`src/rtl/if_stage.sv`:
```
// -----------------------------------------------------------------------------
// if_stage: instruction fetch stage with IF/ID pipeline register.
//
// Holds the PC and drives a single-cycle request/ack port to instruction
// memory. Instruction memory is shared with the MEM stage, so the ack may be
// withheld. The stage presents {addr, instr, valid} to decode. It supports a
// branch redirect with one delay slot, a stall/hold, and an interrupt flush.
//
// Ports:
//   clk, rst          clock (rising edge), asynchronous active-low reset
//   ifi_stall         hold IF/ID contents
//   ifi_branch        redirect request from decode, target on ifi_new_pc
//   ifi_int           interrupt/ERET flush; highest priority
//   ifo_mem_req       fetch request (registered, from state only)
//   ifo_mem_addr      fetch address (= pc)
//   ifi_mem_ack       fetch data valid; only counts while ifo_mem_req=1
//   ifi_mem_data      fetched instruction
//   ifo_addr          IF/ID instruction address
//   ifo_instr         IF/ID instruction
//   ifo_valid         IF/ID holds a real instruction
//   ifo_fetch_count   accepted-fetch counter
//
// Build option: IF_PERF_CNT_EN enables the saturating fetch counter.
// Without it, ifo_fetch_count is tied to zero.
// -----------------------------------------------------------------------------
module if_stage #(
    parameter logic [15:0] RESET_PC   = 16'h0000,
    parameter logic [15:0] INT_VECTOR = 16'h0008,
    parameter logic [15:0] NOP_INSTR  = 16'h0800
) (
    input  logic        clk,
    input  logic        rst,
    input  logic        ifi_stall,
    input  logic        ifi_branch,
    input  logic [15:0] ifi_new_pc,
    input  logic        ifi_int,
    output logic        ifo_mem_req,
    output logic [15:0] ifo_mem_addr,
    input  logic        ifi_mem_ack,
    input  logic [15:0] ifi_mem_data,
    output logic [15:0] ifo_addr,
    output logic [15:0] ifo_instr,
    output logic        ifo_valid,
    output logic [15:0] ifo_fetch_count
);

    localparam int unsigned W = 16;

    typedef enum logic {
        FETCH = 1'b0,
        HOLD  = 1'b1
    } state_e;

    state_e         state_q, state_d;
    logic [W-1:0]   pc_q, pc_d;
    logic           req_q, req_d;
    logic           redir_q, redir_d;
    logic [W-1:0]   redir_pc_q, redir_pc_d;
    logic [W-1:0]   hold_addr_q, hold_addr_d;
    logic [W-1:0]   hold_instr_q, hold_instr_d;
    logic [W-1:0]   addr_q, addr_d;
    logic [W-1:0]   instr_q, instr_d;
    logic           valid_q, valid_d;

    logic           ack_c;
    logic [W-1:0]   next_pc_c;

    // State register
    always_ff @(posedge clk or negedge rst) begin
        if (!rst) begin
            state_q      <= FETCH;
            pc_q         <= RESET_PC;
            req_q        <= 1'b0;
            redir_q      <= 1'b0;
            redir_pc_q   <= '0;
            hold_addr_q  <= '0;
            hold_instr_q <= '0;
            addr_q       <= '0;
            instr_q      <= NOP_INSTR;
            valid_q      <= 1'b0;
        end else begin
            state_q      <= state_d;
            pc_q         <= pc_d;
            req_q        <= req_d;
            redir_q      <= redir_d;
            redir_pc_q   <= redir_pc_d;
            hold_addr_q  <= hold_addr_d;
            hold_instr_q <= hold_instr_d;
            addr_q       <= addr_d;
            instr_q      <= instr_d;
            valid_q      <= valid_d;
        end
    end

    // Next-state logic: fetch/hold sequencing, redirect, and flush
    always_comb begin
        state_d      = state_q;
        pc_d         = pc_q;
        redir_d      = redir_q;
        redir_pc_d   = redir_pc_q;
        hold_addr_d  = hold_addr_q;
        hold_instr_d = hold_instr_q;
        addr_d       = addr_q;
        instr_d      = instr_q;
        valid_d      = valid_q;

        // An ack only counts against an outstanding request
        ack_c     = ifi_mem_ack & req_q & (state_q == FETCH);
        next_pc_c = redir_q ? redir_pc_q : pc_q + W'(1);

        if (ifi_int) begin
            // Flush: discard any ack and any pending redirect, restart at the vector
            state_d      = FETCH;
            pc_d         = INT_VECTOR;
            redir_d      = 1'b0;
            hold_addr_d  = '0;
            hold_instr_d = '0;
            instr_d      = NOP_INSTR;
            valid_d      = 1'b0;
        end else if (state_q == FETCH) begin
            if (ack_c) begin
                redir_d = 1'b0;
                if (!ifi_stall) begin
                    addr_d  = pc_q;
                    instr_d = ifi_mem_data;
                    valid_d = 1'b1;
                    // A branch arriving with the ack makes this fetch the delay slot
                    pc_d    = ifi_branch ? ifi_new_pc : next_pc_c;
                end else begin
                    hold_addr_d  = pc_q;
                    hold_instr_d = ifi_mem_data;
                    pc_d         = next_pc_c;
                    state_d      = HOLD;
                end
            end else if (!ifi_stall) begin
                addr_d  = pc_q;
                instr_d = NOP_INSTR;
                valid_d = 1'b0;
                // Delay slot not fetched yet: remember target until the ack lands
                if (ifi_branch) begin
                    redir_d    = 1'b1;
                    redir_pc_d = ifi_new_pc;
                end
            end
        end else begin
            if (!ifi_stall) begin
                addr_d  = hold_addr_q;
                instr_d = hold_instr_q;
                valid_d = 1'b1;
                state_d = FETCH;
                // Delay slot is the buffered instruction, so redirect pc directly
                if (ifi_branch) begin
                    pc_d = ifi_new_pc;
                end
            end
        end

        req_d = (state_d == FETCH);
    end

    assign ifo_mem_req  = req_q;
    assign ifo_mem_addr = pc_q;
    assign ifo_addr     = addr_q;
    assign ifo_instr    = instr_q;
    assign ifo_valid    = valid_q;

`ifdef IF_PERF_CNT_EN
    logic [W-1:0] cnt_q, cnt_d;
    logic         capture_c;

    // Count acks actually captured into IF/ID or the hold buffer
    assign capture_c = ack_c & ~ifi_int;

    always_comb begin
        cnt_d = cnt_q;
        if (capture_c && (cnt_q != '1)) begin
            cnt_d = cnt_q + W'(1);
        end
    end

    always_ff @(posedge clk or negedge rst) begin
        if (!rst) begin
            cnt_q <= '0;
        end else begin
            cnt_q <= cnt_d;
        end
    end

    assign ifo_fetch_count = cnt_q;
`else
    assign ifo_fetch_count = '0;
`endif

endmodule

```
`config.mk`:
```
export PLATFORM = sky130hd
export DESIGN_NAME = if_stage
export DESIGN_NICKNAME = d
export VERILOG_FILES = /design/src/rtl/if_stage.sv
export SDC_FILE = /design/constraint.sdc
export NUM_CORES = 1
export LEC_CHECK = 0
export BUFFER_PORTS_ARGS = -buffer_cell sky130_fd_sc_hd__buf_4
export CAP_MARGIN = 20
export CORE_MARGIN = 2
export CORE_UTILIZATION = 54
export CTS_CLUSTER_SIZE = 14
export DETAILED_ROUTE_END_ITERATION = 8
export PLACE_DENSITY = 0.81
export SYNTH_ARGS = -nofsm -noshare
export SYNTH_HDL_FRONTEND = slang
export SYNTH_SLANG_ARGS = --single-unit
```
`constraint.sdc`:
```
create_clock -name clk -period 2.38 [get_ports clk]
set_input_delay 0.357 -clock clk [delete_from_list [all_inputs] [get_ports clk]]
set_output_delay 0.357 -clock clk [all_outputs]
set_load 0.02 [all_outputs]
```
# --- Word level (Yosys, flattened, before mapping) ---
# Index checks and enable logic that the tools add are counted.
classes:
  n_bitwise: 7
  n_reduce_logical: 9
  addsub: 1
  n_mux: 39
  eq_ne: 6
ops:
  columns: ["op", "count"]
  rows:
  - ["16-bit two-way mux", 25]
  - ["16-bit by 1-bit adder with 16-bit output, second input constant", 1]
  - ["1-bit two-way mux", 14]
  - ["3-bit AND reduction", 3]
  - ["3-bit inequality test, second input constant", 2]
  - ["3-bit nonzero test", 2]
  - ["1-bit inverter", 5]
  - ["5-bit AND reduction", 1]
  - ["4-bit by 1-bit inequality test with 1-bit output, second input constant", 1]
  - ["2-bit nonzero test", 2]
  - ["3-bit by 1-bit inequality test with 1-bit output, second input constant", 1]
  - ["1-bit bitwise AND", 2]
  - ["2-bit by 1-bit inequality test with 1-bit output, second input constant", 1]
  - ["2-bit inequality test, second input constant", 1]
  - ["2-bit AND reduction", 1]
totals:
  input_bits: 38
  word_cells: 72
  output_inout_bits: 66
  register_bits: 100

# --- Logic depth before layout (Yosys ltp) ---
depth:
  word_depth: 7
  mapped_depth: 9

# --- Worst setup path after synthesis ---
# Ideal clock, no wire load.
synth_path:
  path_kind: "flip-flop to flip-flop"
  from: "register pc_q[3] (netlist: ifo_mem_addr[3])"
  to: "register pc_q[11] (netlist: ifo_mem_addr[11])"
  path_stages_with_launch: 8
  n_path_buf: 2
  path_slack_ns: 0.473
  arrival_time_ns: 1.842
  period_less_slack_ns: 1.907
  t_required_ns: 2.316
  cell_sequence: "dfrtp_1 > buf_2 > nand4_1 > or3_1 > buf_2 > or3_1 > a21oi_1 > a21o_1"
synth_between:
  elab_chain_len: 7
synth_lines:
  columns: ["element", "line", "rtl"]
  rows:
  - ["from (decl)", "55", "logic [W-1:0] pc_q, pc_d;"]
  - ["from (signal assigned)", "83", "pc_q <= pc_d;"]
  - ["16-bit by 1-bit adder with 16-bit output *", "109", "next_pc_c = redir_q ? redir_pc_q : pc_q + W'(1);"]
  - ["16-bit two-way mux *", "109", null]
  - ["16-bit two-way mux", "128", "pc_d = ifi_branch ? ifi_new_pc : next_pc_c;"]
  - ["16-bit two-way mux *", "123", "if (!ifi_stall) begin"]
  - ["16-bit two-way mux *", "121", "if (ack_c) begin"]
  - ["16-bit two-way mux *", "120", "end else if (state_q == FETCH) begin"]
  - ["16-bit two-way mux *", "111", "if (ifi_int) begin"]
# Mark *: on every way between the ends. The rest lies on a longest branch, timed or not. The select of a mux whose other input is x is not followed.
# A chain may end at the register's enable or synchronous reset.

# --- Final worst setup path ---
# Same ends and word-level chain as after synthesis.

==> flow_summary.yaml <==
floorplanning:
  die_area_um2: 9683
  die_y_um: 98.40
  row_count: 34
  die-width_um: 98.40
  core_area_um2: 8678
  start_util_pct: 55.45
  io_pins: 104
clock_tree:
  cts_max_level: 3
  clk_latency_ns: 0.37
  post_cts_buffers: 0
  path_clk_slew_ns: 0.10
  root_buffer: "clkbuf_8"
  clock-sinks: 100
  cts_buffer_depth: 2
  cts_tree: "built"
  cts_buffers: 9
  ctsResizeCount: 0
global_routing:
  grt_start_max_net_pins: 44
  overflow: 0
  track_usage_pct: 24.94
  grt_pass1_vias: 3916
  antenna_found_initial: 0
  grt_pass1_wl_um: 19480
final_layout:
  synthToLayoutAreaGrowth_pct: 19.55
  nets: 603
  diodes: 0
  fin_area_um2: 5753
  drive_gt1_share_pct: 25.48
  final_cell_mix: "buf_4, dfrtp_1, nand2_1"
  final_common_cell: "buf_4"
route:
  firstDrtPassIters: 6
  route.vias.total: 4068
  drc: 0
  ant_nets: 0
  wirelength_um: 11590
  avgViaCountPerCell: 6.009
  drt_iter0_markers: 295
  wire_per_inst_um: 17.12
yosys:
  ys_types: 48
  synth_largest_area_cell: "dfrtp_1"
  synth_edf_count: 0
  syn_inst: 483
  yosys.area.top_type_share_pct: 51.48
  synth_area_leaders: "dfrtp_1, nand2_1, mux2i_1"
  avgSynthCellArea_um2: 9.963
  synth-main-ff-cell: "dfrtp_1"
  ys_ff_latch: 100
  synth-async-reset-ratio_pct: 100.0
  yosys_warnings: 0
  seq_area_frac_synth_pct: 52.03
  synth_area_um2: 4812
critical_path:
  critPathCaptureType: "flip-flop"
  worstPathCellList: "nand4_1 > or3_1 > or3_1 > a21oi_1 > a21o_1"
  critPathLaunch: "ifo_mem_addr[3]"
  cpMostUsedCell: "or3_1"
  cp-start-kind: "flip-flop"
  cpPeakStageDelay_ns: 0.55
  worstPathArrival_ns: 2.27
  crit_family: "simple AND/OR/NAND/NOR gates"
  crit_required_ns: 2.69
  r2r-start: "ifo_mem_addr[3]"
  criticalPathCategory: "reg2reg"
  cp_slowest_cell: "dfrtp_1"
  worst-path-buf-inv: 0
  crit_fanout: 9
sta:
  rsz0062_at_grt: "no"
  min_period_over_period_pct: 82.41
  fmax_mhz: 509.8
  finalClockSkew_ns: 0.01312
  drv_slew: 0
  tns_ns: 0
  fin_crit_ns: 1.961
  setup_violations: 0
  hold_viol: 0
  max_slew_margin_pct: 62.33
  worst_slew_pin_slew_ns: 0.5650
power:
  power_density_nw_per_um2: 670.2
  p_switching_mw: 1.173
  p_int_mw: 2.683
  peakVddDrop_mv: 0.3861
  swShare_pct: 30.42
  clockPowerShare_pct: 29.1
  p_leak_nw: 2.615
  seqPwrFrac_pct: 51.7
  power_mw: 3.856
  p_comb_share_pct: 19.3
status:
  run_status: "finished clean"
job:
  drv_cap: 0
place:
  placed_area_um2: 5520
  dp_hpwl_um: 8165
  io_buffers: 87
  gp_congestion: 0.9726
hold_path:
  hp-class: "in2reg"
  min-delay-start: "ifi_mem_data[11]"
-- final cells by class --
| type | count | area [um^2] |
|---|---|---|
| tap | 108 | 135.1 |
| sequential | 100 | 2504 |
| multi-input combinational | 338 | 2062 |
| timing repair buffer | 106 | 810.8 |
| fill | 700 | 2925 |
| inverter | 9 | 33.78 |
| clock inverter | 7 | 83.83 |
| clock buffer | 9 | 123.9 |
-- Yosys cell counts, types with 2 or more instances --
library cell and number:
a211oi_1 3, a21o_1 2, a21oi_1 27, a221oi_1 16, a22o_1 18, a31oi_1 6
a32oi_1 3, and3_1 3, buf_1 3, buf_2 8, buf_4 16, clkbuf_1 23
dfrtp_1 99, inv_1 8, mux2_2 16, mux2i_1 19, nand2_1 65, nand3_1 6
nand3b_1 2, nand4_1 3, nor2_1 17, nor2b_1 16, nor3_1 24, o211ai_1 4
o21a_1 2, o21ai_0 35, o22ai_1 3, o2bb2ai_1 3, o31ai_1 7, or2_2 4
or3_1 3, xnor2_1 2, xor2_1 2
-- per-layer routing --
| layer | share of wire (%) | up-vias | GRT usage [%] |
|---|---|---|---|
| met5 | 0 | - | 0 |
| met2 | 48 | 188 | 37.36 |
| li1 | - | 1862 | - |
| met1 | 43 | 1986 | 36.39 |
| met3 | 6.8 | 32 | 3.722 |
| met4 | 2.5 | 0 | 10.85 |
-- final timing paths --
check	to	slack (ns)	cells after the start
min reg2reg	ifo_addr[9]	0.48	2
max	ifo_mem_addr[11]	0.42	5
min in group asynchronous	redir_pc_q[1]	0.54	2
max reg2reg	ifo_mem_addr[11]	0.42	5
max in group asynchronous	ifo_instr[11]	1.10	3
min	hold_instr_q[11]	0.22	2
-- logic make-up (layout without fill, tap and decap cells) --
group	Yosys count	after routing	synth area share (%)
xor+xnor	4	4	0.7282
mux	35	35	7.696
fa+ha+maj	1	1	0.2600
flops	100	100	52.03
buf+inv	60	131	6.292
compound gates	133	133	18.38
simple gates	149	149	14.53
other cells	1	16	0.07793
-- flip-flops by register name, indices dropped and copies added (netlist names) --
register	cells
hold_addr_q	16
hold_instr_q	16
ifo_addr	16
ifo_instr	16
ifo_mem_addr	16
ifo_mem_req	1
ifo_valid	1
redir_pc_q	16
redir_q	1
state_q	1
-- worst register-to-register path, stage by stage, from the launching register on --
cell and delay, ns:
dfrtp_1 0.55, nand4_1 0.23, or3_1 0.50, or3_1 0.38, a21oi_1 0.15, a21o_1 0.10
-- power groups by stage --
stage	sequential (mW)	clock [mW]	combinational, mW
after floorplan	2.07	0	0.383
after global placement	2.01	0	0.719
after detailed placement	2.02	0	0.737
after CTS	1.99	1.14	0.741
after global routing	2.01	1.21	0.814
final	1.99	1.12	0.742
-- per-stage QoR --
step                worst slack, ns  util, %  instances  hold slack, ns
detailed placement           0.4330    63.61        658          0.3854
finish                       0.4186    66.29        677          0.2227
global placement             0.4709    63.61        658          0.3858
CTS                          0.4379    66.12        675          0.2094
floorplan                    0.4733        -        498         0.06141
global route                 0.2992    66.29        677          0.2114
-- what timing repair did --
item                                    in CTS  in global routing
endpoints found under the setup margin       0                  0
hold buffers                                 1                  0
endpoints found under the hold margin       40                  0
(Power assumes the default switching activity.)
